File: config.mk
export PLATFORM = sky130hd
export DESIGN_NAME = muxn_skid
export DESIGN_NICKNAME = d
export VERILOG_FILES = /design/src/rtl/muxn_skid.sv
export SDC_FILE = /design/constraint.sdc
export NUM_CORES = 1
export LEC_CHECK = 0
export BUFFER_PORTS_ARGS = -buffer_cell sky130_fd_sc_hd__buf_2
export CAP_MARGIN = 5
export CORE_ASPECT_RATIO = 0.8
export CORE_MARGIN = 2
export CORE_UTILIZATION = 30
export DETAILED_ROUTE_END_ITERATION = 10
export GPL_ROUTABILITY_DRIVEN = 0
export SYNTH_ARGS = -nofsm -noshare
export SYNTH_HDL_FRONTEND = slang
export SYNTH_SLANG_ARGS = --single-unit
File: constraint.sdc
create_clock -name clk -period 3.31 [get_ports clk]
set_clock_uncertainty 0.05 [all_clocks]
set_input_delay 0.4965 -clock clk [delete_from_list [all_inputs] [get_ports clk]]
set_output_delay 0.4965 -clock clk [all_outputs]
set_load 0.05 [all_outputs]
File: src/rtl/muxn_skid.sv
// muxn_skid: N-way select mux feeding a registered 2-entry skid buffer with a sticky bad-select flag.
module muxn_skid #(
    parameter int WIDTH = 32,
    parameter int N     = 3,
    localparam int SELW = $clog2(N)
) (
    input  logic               clk,
    input  logic               reset,
    input  logic [N*WIDTH-1:0] d,
    input  logic [SELW-1:0]    s,
    input  logic               in_valid,
    output logic               in_ready,
    output logic [WIDTH-1:0]   y,
    output logic               out_valid,
    input  logic               out_ready,
    input  logic               flush,
    output logic               sel_err,
    input  logic               err_clr
);
    typedef enum logic [1:0] {EMPTY, ONE, FULL} state_t;

    state_t             state_q, state_d;
    logic [WIDTH-1:0]   main_q, main_d, skid_q, skid_d, sel_data;
    logic               err_q, err_d, live_q, acc, pop, oor;
    logic [31:0]        s_ext;

    // Unmatched selects fall through to channel 0.
    always_comb begin
        sel_data = d[WIDTH-1:0];
        for (int i = 1; i < N; i++)
            if (s == SELW'(i)) sel_data = d[i*WIDTH +: WIDTH];
    end

    assign s_ext     = 32'(s);
    assign oor       = s_ext >= 32'(N);
    assign out_valid = state_q != EMPTY;
    // live_q holds in_ready low until the first edge after reset release.
    assign in_ready  = live_q && state_q != FULL;
    assign acc       = in_valid && in_ready;
    assign pop       = out_valid && out_ready;
    assign y         = main_q;
    assign sel_err   = err_q;

    always_comb begin
        state_d = state_q;
        main_d  = main_q;
        skid_d  = skid_q;
        case (state_q)
            EMPTY: if (acc) begin
                state_d = ONE;
                main_d  = sel_data;
            end
            ONE: if (acc && pop) main_d = sel_data;
                 else if (acc) begin
                     state_d = FULL;
                     skid_d  = sel_data;
                 end else if (pop) state_d = EMPTY;
            FULL: if (pop) begin
                state_d = ONE;
                main_d  = skid_q;
            end
            default: state_d = EMPTY;
        endcase
        if (flush) begin
            state_d = EMPTY;
            main_d  = main_q;
            skid_d  = skid_q;
        end
        err_d = (err_q && !err_clr) || (acc && !flush && oor);
    end

    always_ff @(posedge clk or negedge reset) begin
        if (!reset) begin
            state_q <= EMPTY;
            main_q  <= '0;
            skid_q  <= '0;
            err_q   <= 1'b0;
            live_q  <= 1'b0;
        end else begin
            state_q <= state_d;
            main_q  <= main_d;
            skid_q  <= skid_d;
            err_q   <= err_d;
            live_q  <= 1'b1;
        end
    end
endmodule

-- After elaboration in Yosys (flattened, before gate mapping)
Index checks and enable logic that the tools add are counted.
- ROM bits: 0
- memory bits (writable): 0
- logic and storage cells: 49
- memories kept: 0
- output and inout bits: 35
- latch bits: 0
- bits in registers: 68
- order comparisons: 1
- add/sub/neg operators: 0
- equal/unequal tests: 12
- bitwise logic cells: 2
- reductions and logical operators: 16
- shift operators: 0
- divide/modulo/power cells: 0
- $mul: 0
- mux-type cells: 13
- operators by type and width (operator ; number):
    $mux 32 ; 5
    $pmux 32 s3 ; 1
    $mux 2 ; 6
    $ne 3x3->1 const B ; 3
    $ne 2x2->1 const B ; 4
    $reduce_and 4->1 ; 2
    $logic_and 1x1->1 ; 7
    $pmux 2 s3 ; 1
    $reduce_and 5->1 ; 1
    $eq 2x1->1 const B ; 2
    $eq 2x2->1 const B ; 2
    $ne 4x4->1 const B ; 1
    $reduce_bool 3->1 ; 1
    $ge 2x2->1 const B ; 1
    $logic_not 1->1 ; 2
    $logic_not 2->1 ; 1
    $not 1->1 ; 2
    $reduce_bool 2->1 ; 1
    $logic_or 1x1->1 ; 1

-- Depth between registers and ports, before layout
Gate-level depths: netlist of run 1.
- depth after elaboration: 7
- gate-level depth with buffers: 6
- mapped depth without buffers: 4

-- Least setup slack after synthesis of run 1
OpenSTA, ideal clock, no wires.
- path type: reg-to-output
- start: reg state_q[1]
- end: out in_ready
- cell stages (with the launch flop): 5
- required time: 2.763 ns
- path slack: 1.347 ns
- path buffers: 2
- data arrival time: 1.417 ns
- path through: dfrtp_1 nand2b_1 buf_2 buf_1 and2_1
- longest elaborated chain between the ends: 2
- ends and longest elaborated chain (element ; line ; source):
    from (decl) ; 22 ; state_t state_q, state_d;
    from (signal assigned) ; 80 ; state_q <= state_d;
    $ne 2x2->1 ; 38 ; assign in_ready = live_q && state_q != FULL;
    $logic_and 1x1->1 ; 38 ;
    to (decl) ; 12 ; output logic in_ready,
Every way passes these cells.

-- Worst setup path after layout of run 1
- start: reg state_q[0]
- end: reg main_q[1] (netlist: y[1])
- longest elaborated chain between the ends: 6
- elaborated cells between the ends (all ways): 15
- those cells by class: eq/ne: 6; mux: 1; reduce/logical: 8
- ends and longest elaborated chain (element ; line ; source):
    $ne 2x2->1 ; 38 ;
    $logic_and 1x1->1 ; 38 ;
    $logic_and 1x1->1 ; 39 ; assign acc = in_valid && in_ready;
    $logic_and 1x1->1 ; 53 ; ONE: if (acc && pop) main_d = sel_data;
    $ne 2x2->1 (no line) ; n/a ;
    $reduce_and 5->1 (no line) ; n/a ;
    to (signal assigned) ; 81 ; main_q <= main_d;
    to (decl) ; 23 ; logic [WIDTH-1:0] main_q, main_d, skid_q, skid_d, sel_data;
Parallel ways exist; a longest one is shown, timed or not.
A chain may end at the register's enable or synchronous reset.

==> results of run 1 <==
==> cell families after synthesis <==
group | Yosys count | synth area share [%]
compound gates | 38 | 7.59
other cells | 1 | 0.0885
simple gates | 49 | 5.38
mux | 160 | 42.4
buf+inv | 30 | 4.43
flops | 68 | 40.2
==> path summary, 6_finish.rpt <==
path	to	slack (ns)	cells after the start
worst min register to register	y[0]	0.45	1
worst max-delay path	y[1]	0.84	5
min in group clk	sel_err	0.30	2
worst min-delay path	y[11]	0.24	1
max in group asynchronous	skid_q[1]	2.37	1
worst max register to register	y[1]	0.84	5
==> power groups by stage <==
stage / sequential (mW) / clock, mW / combinational [mW]
finish: 1.13 / 1.15 / 1.06
global route: 1.16 / 1.22 / 1.12
CTS: 1.13 / 1.18 / 1.07
detailed placement: 1.14 / 0 / 1.07
global placement: 1.14 / 0 / 1.05
floorplan: 1.52 / 0 / 0.400
==> per-stage QoR <==
step	cell area [um^2]	power [mW]	utilization, %	hold slack [ns]	setup slack [ns]
2_1_floorplan	4240	1.92	-	0.151	1.35
3_3_place_gp	5050	2.19	36.9	0.436	0.774
3_5_place_dp	5050	2.21	36.9	0.438	0.706
4_1_cts	5410	3.38	39.5	0.285	0.795
5_1_grt	5410	3.50	39.5	0.290	0.644
6_report	5410	3.34	39.5	0.236	0.844
==> area by class of cell <==
type / count / area (um^2) / area share (%)
multi-input combinational: 248 / 2360 / 43.6
clock inverter: 5 / 106 / 1.97
sequential: 68 / 1700 / 31.4
inverter: 1 / 3.75 / 0.0694
clock buffer: 11 / 253 / 4.67
tap: 180 / 225 / 4.16
timing repair buffer: 145 / 761 / 14.1
==> metal layers <==
layer / vias to the layer above / GRT usage [%] / share of wire [%]
met3: 8 / 4.12 / 6.3
li1: 1555 / - / -
met1: 1607 / 19.1 / 46
met2: 108 / 24.3 / 47
met5: - / 0 / 0
met4: 0 / 2.95 / 0.68
==> critical path, delay by kind of cell (launching register included) <==
family          cells  cell delay (ns)
compound gates      1             0.13
buf+inv             1             0.36
flops               1             0.42
mux                 1             0.30
simple gates        2             1.08
==> cells in the final DEF, fill, tap and decap left out, types with 2 or more instances in the layout <==
| cell | instances |
|---|---|
| bufinv_16 | 3 |
| mux2_4 | 30 |
| and2_1 | 2 |
| clkbuf_8 | 2 |
| buf_4 | 8 |
| nor2_1 | 32 |
| mux2i_1 | 96 |
| clkbuf_16 | 9 |
| mux2_2 | 34 |
| nand2_1 | 3 |
| a221oi_1 | 32 |
| buf_2 | 136 |
| dfrtp_1 | 68 |
==> sequential cells by signal, summed over array words and instances (netlist names) <==
name     cells
live_q       1
y           32
skid_q      32
sel_err      1
state_q      2
==> flow_summary_export.csv, run 1 <==
group,metric,value,unit
synthesis,syn-num-nets,450,
global_routing,grt_max_degree,69,
floorplanning,fp.dieArea,0.0151,mm^2
synthesis,synth.avg_cell_area,12.2,um^2
final_layout,final_cells,658,
global_routing,overflow,0,
sta,tns,0,ns
critical_path,worstPathRequired,3.47,ns
pwr,p_sw,1.13,mW
floorplanning,die_y,110,um
sta,rsz0062_at_grt,"no",
sta,finalCriticalPeriod,2.47,ns
clocking,postCtsSetupRepairBufs,0,
placed_design,placed_cells_incl_taps,642,
sta,max_slew_margin,39.6,%
synthesis,ys.flop_type,"dfrtp_1",
synthesis,synth.yosys.seq_area_share,40.2,%
routing,wl_per_cell,16.1,um
clocking,cts_sinks,68,
clocking,numCtsBuffers,9,
final_layout,syn2layout_area_growth,27.7,%
final_layout,fill_cells,1342,
pwr,p_int,2.21,mW
global_routing,grt_antenna_before_repair,0,
critical_path,timing.rr.start,"state_q[0]",
synthesis,async_flop_share,100,%
placed_design,dpl.hpwl,7520,um
min_path,min_path_type,"primary input to async pin",
sta,fmax,406,MHz
routing,firstDrtPassIters,4,
synthesis,mappedNetlistArea,0.00424,mm^2
clocking,clk_latency,0.33,ns
critical_path,crit_arrival,2.62,ns
clocking,root_buffer,"clkbuf_16",
synthesis,ys_ff_latch,68,
synthesis,ys_top_cells_by_area,"dfrtp_1, mux2i_1, mux2_4, mux2_2, a221oi_1",
final_layout,drive_gt1_share,47.9,%
routing,drt_wl_total,10600,um
pwr,pwr-share-seq,33.9,%
global_routing,grt_pass1_vias,3493,
synthesis,synth_largest_area_cell,"dfrtp_1",
synthesis,synthDistinctLibCells,32,
critical_path,end_kind,"flop",
clocking,cts_tree,"done",
routing,antenna_left,0,
final_layout,antenna_cells,0,
critical_path,cp-start-kind,"flop",
floorplanning,ioPinCount,139,
floorplanning,core-area,0.0137,mm^2
synthesis,synthTopCellsByCount,"mux2i_1, dfrtp_1, mux2_2",
routing,post-route-drc-count,0,
clocking,cts_hold_buf,0,
routing,drt-vias-per-instance,4.98,
critical_path,crit_type,"flop to flop",
synthesis,synthCells,346,
floorplanning,die_w,137,um
sta,setup_viol,0,
synthesis,synth_edf_count,0,
synthesis,yosysWarnings,0,
critical_path,startpoint,"state_q[0]",
pwr,cellPowerDensity,617,mW/mm^2
pwr,power.share.clock,34.4,%
floorplanning,rows,38,
global_routing,grt_pass1_wl,17100,um
clocking,cts_max_path_buffers,2,
synthesis,synth.most_common_cell,"mux2i_1",
final_layout,finish.net_count,577,
run_status,status,"finished clean",
clocking,htreeDepth,3,
clocking,clk_pin_slew,0.06,ns
clocking,cts_resized,0,
routing,vias,3278,
pwr,swShare,34.0,%
sta,slew_violations,0,
sta,hold_violations,0,
floorplanning,start_util,30.9,%
synthesis,yosysTopAreaCellShare,40.2,%
critical_path,worstPathCellList,"nand2b_2, and2b_1, buf_4, a221oi_1, mux2_2",
critical_path,slowest_stage,"and2b_1",
critical_path,critical_path_peak_fanout,18,
pwr,p_leak,2.81,nW
pwr,comb_power_share,31.6,%
routing,drt_iter0_drc,118,
pwr,ir_worst_vdd,0.000423,V
sta,post-route-period-util,74.5,%
sta,worst_slew_pin_slew,0.906,ns
global_routing,grt_util_all_layers,14.6,%
job,cap_violations,0,
placed_design,io_buffer_count,138,
critical_path,slowest_delay,0.69,ns
No activity file was read; power rests on OpenSTA's default activity.
==> run 2, diff against run 1 <==
clock period = 2 ns   (was 3.31 ns; I/O delays follow)
==> flow_summary_export.csv, run 2 (same netlist as run 1, synthesis figures left out) <==
group,metric,value,unit
sta,finalCriticalPeriod,1.90,ns
global_routing,grt_pass1_wl,16900,um
sta,hold_violations,0,
critical_path,cpMostUsedCell,"buf_4",
final_layout,fill_cells,1327,
critical_path,worstPathCellList,"buf_4, nand2b_4, buf_12, and2_1, buf_4",
global_routing,grt_antenna_before_repair,0,
routing,wl_per_cell,16.2,um
critical_path,slowest_delay,0.40,ns
routing,antenna_left,0,
routing,wirelength_met1,5130,um
pwr,p_leak,2.92,nW
critical_path,path_delay_family,"buffers and inverters",
sta,post-route-period-util,94.9,%
global_routing,grt_util_all_layers,14.7,%
global_routing,overflow,0,
critical_path,critPathBufInv,3,
min_path,holdPathEnd,"sel_err",
routing,drt-vias-per-instance,4.89,
placed_design,dpl.hpwl,7690,um
floorplanning,die_w,137,um
pwr,ir_worst_vdd,0.000482,V
floorplanning,start_util,30.9,%
floorplanning,die_y,110,um
sta,slew_violations,0,
final_layout,syn2layout_area_growth,32.5,%
routing,dr.max_layer_used,"met4",
clocking,numCtsBuffers,9,
floorplanning,rows,38,
clocking,clk_pin_slew,0.05,ns
placed_design,io_buffer_count,138,
final_layout,drive_gt1_share,49.3,%
routing,firstDrtPassIters,4,
final_layout,fin_util,41.0,%
min_path,whs_path_depth,2,
final_layout,finish.net_count,592,
clocking,htreeDepth,3,
critical_path,crit_type,"flop to output pin",
global_routing,grt_max_degree,56,
critical_path,worst-r2r-cell-count,4,
final_layout,final_cell_mix,"buf_2, mux2i_1, dfrtp_1, mux2_2",
clocking,root_buffer,"clkbuf_16",
critical_path,reg2reg_to,"skid_q[16]",
critical_path,crit_arrival,1.55,ns
sta,setup_viol,0,
routing,post-route-drc-count,0,
routing,vias,3291,
pwr,cellPowerDensity,974,mW/mm^2
clocking,cts_sinks,68,
min_path,min_path_type,"primary input to flop",
global_routing,grt_pass1_vias,3387,
critical_path,cp-start-kind,"flop",
sta,fmax,527,MHz
critical_path,timing.rr.start,"live_q",
min_path,worstHoldStart,"err_clr",
critical_path,critical_path_peak_fanout,21,
floorplanning,fp.dieArea,0.0151,mm^2
clocking,cts_tree,"done",
final_layout,final_area,0.00561,mm^2
critical_path,end_kind,"output pin",
clocking,cts_max_path_buffers,2,
sta,rsz0062_at_grt,"no",
final_layout,multi_input_area,0.00237,mm^2
critical_path,slowest_stage,"dfrtp_1",
clocking,clk_latency,0.33,ns
run_status,status,"finished clean",
placed_design,placed_area,0.00521,mm^2
floorplanning,ioPinCount,139,
floorplanning,core-area,0.0137,mm^2
clocking,postCtsSetupRepairBufs,0,
critical_path,reg2reg_slack,0.21,ns
sta,holdWs,0.107,ns
routing,met2_length,5010,um
routing,wl_met3,631,um
job,cap_violations,0,
final_layout,regArea,0.00170,mm^2
critical_path,worstPathRequired,1.65,ns
routing,drt_iter0_drc,115,
final_layout,antenna_cells,0,
sta,tns,0,ns
final_layout,final_common_cell,"buf_2",
routing,drt_wl_total,10900,um
-- run 2: final cells by class --
cell class / instances / share of cell area [%]
clock buffer: 13 / 4.82
clock inverter: 3 / 1.20
inverter: 1 / 0.0669
multi-input combinational: 248 / 42.3
sequential: 68 / 30.3
tap: 180 / 4.01
timing repair buffer: 160 / 17.3
-- run 2: stage by stage --
| step | power [mW] | cells | setup slack, ns |
|---|---|---|---|
| after CTS | 5.53 | 672 | 0.0157 |
| final | 5.47 | 673 | 0.102 |
| after floorplan | 3.17 | 346 | 0.233 |
| after global placement | 3.65 | 655 | 0.0833 |
| after global routing | 5.73 | 673 | 0.0463 |
| after detailed placement | 3.69 | 655 | 0.0387 |
-- run 2: power by group --
group	leakage, nW	internal, mW	switching, mW
sequential	0.842	1.70	0.175
combinational	1.92	0.691	1.10
clock	0.162	1.19	0.609
-- run 2: how the worst max path moves through the flow --
stage | cells after the start | from | end | slack (ns)
after floorplan | 4 | state_q[1] | in_ready | 0.23
after global placement | 5 | out_ready | skid_q[3] | 0.08
after detailed placement | 5 | out_ready | skid_q[12] | 0.04
after CTS | 5 | state_q[0] | in_ready | 0.02
after global routing | 5 | state_q[0] | in_ready | 0.05
final | 5 | state_q[0] | in_ready | 0.10
-- run 2: repair_timing --
action | CTS | global route
gates resized for setup | 2 | 5
gates cloned | 0 | 1
hold endpoints to repair | 13 | 0
hold buffers | 1 | 0
endpoints found under the setup margin | 1 | 33
-- run 2: per-layer routing --
| metal | vias up | global-route usage (%) |
|---|---|---|
| met4 | 0 | 4.12 |
| met5 | - | 0 |
| met2 | 90 | 23.6 |
| li1 | 1584 | - |
| met1 | 1606 | 19.1 |
| met3 | 11 | 4.62 |
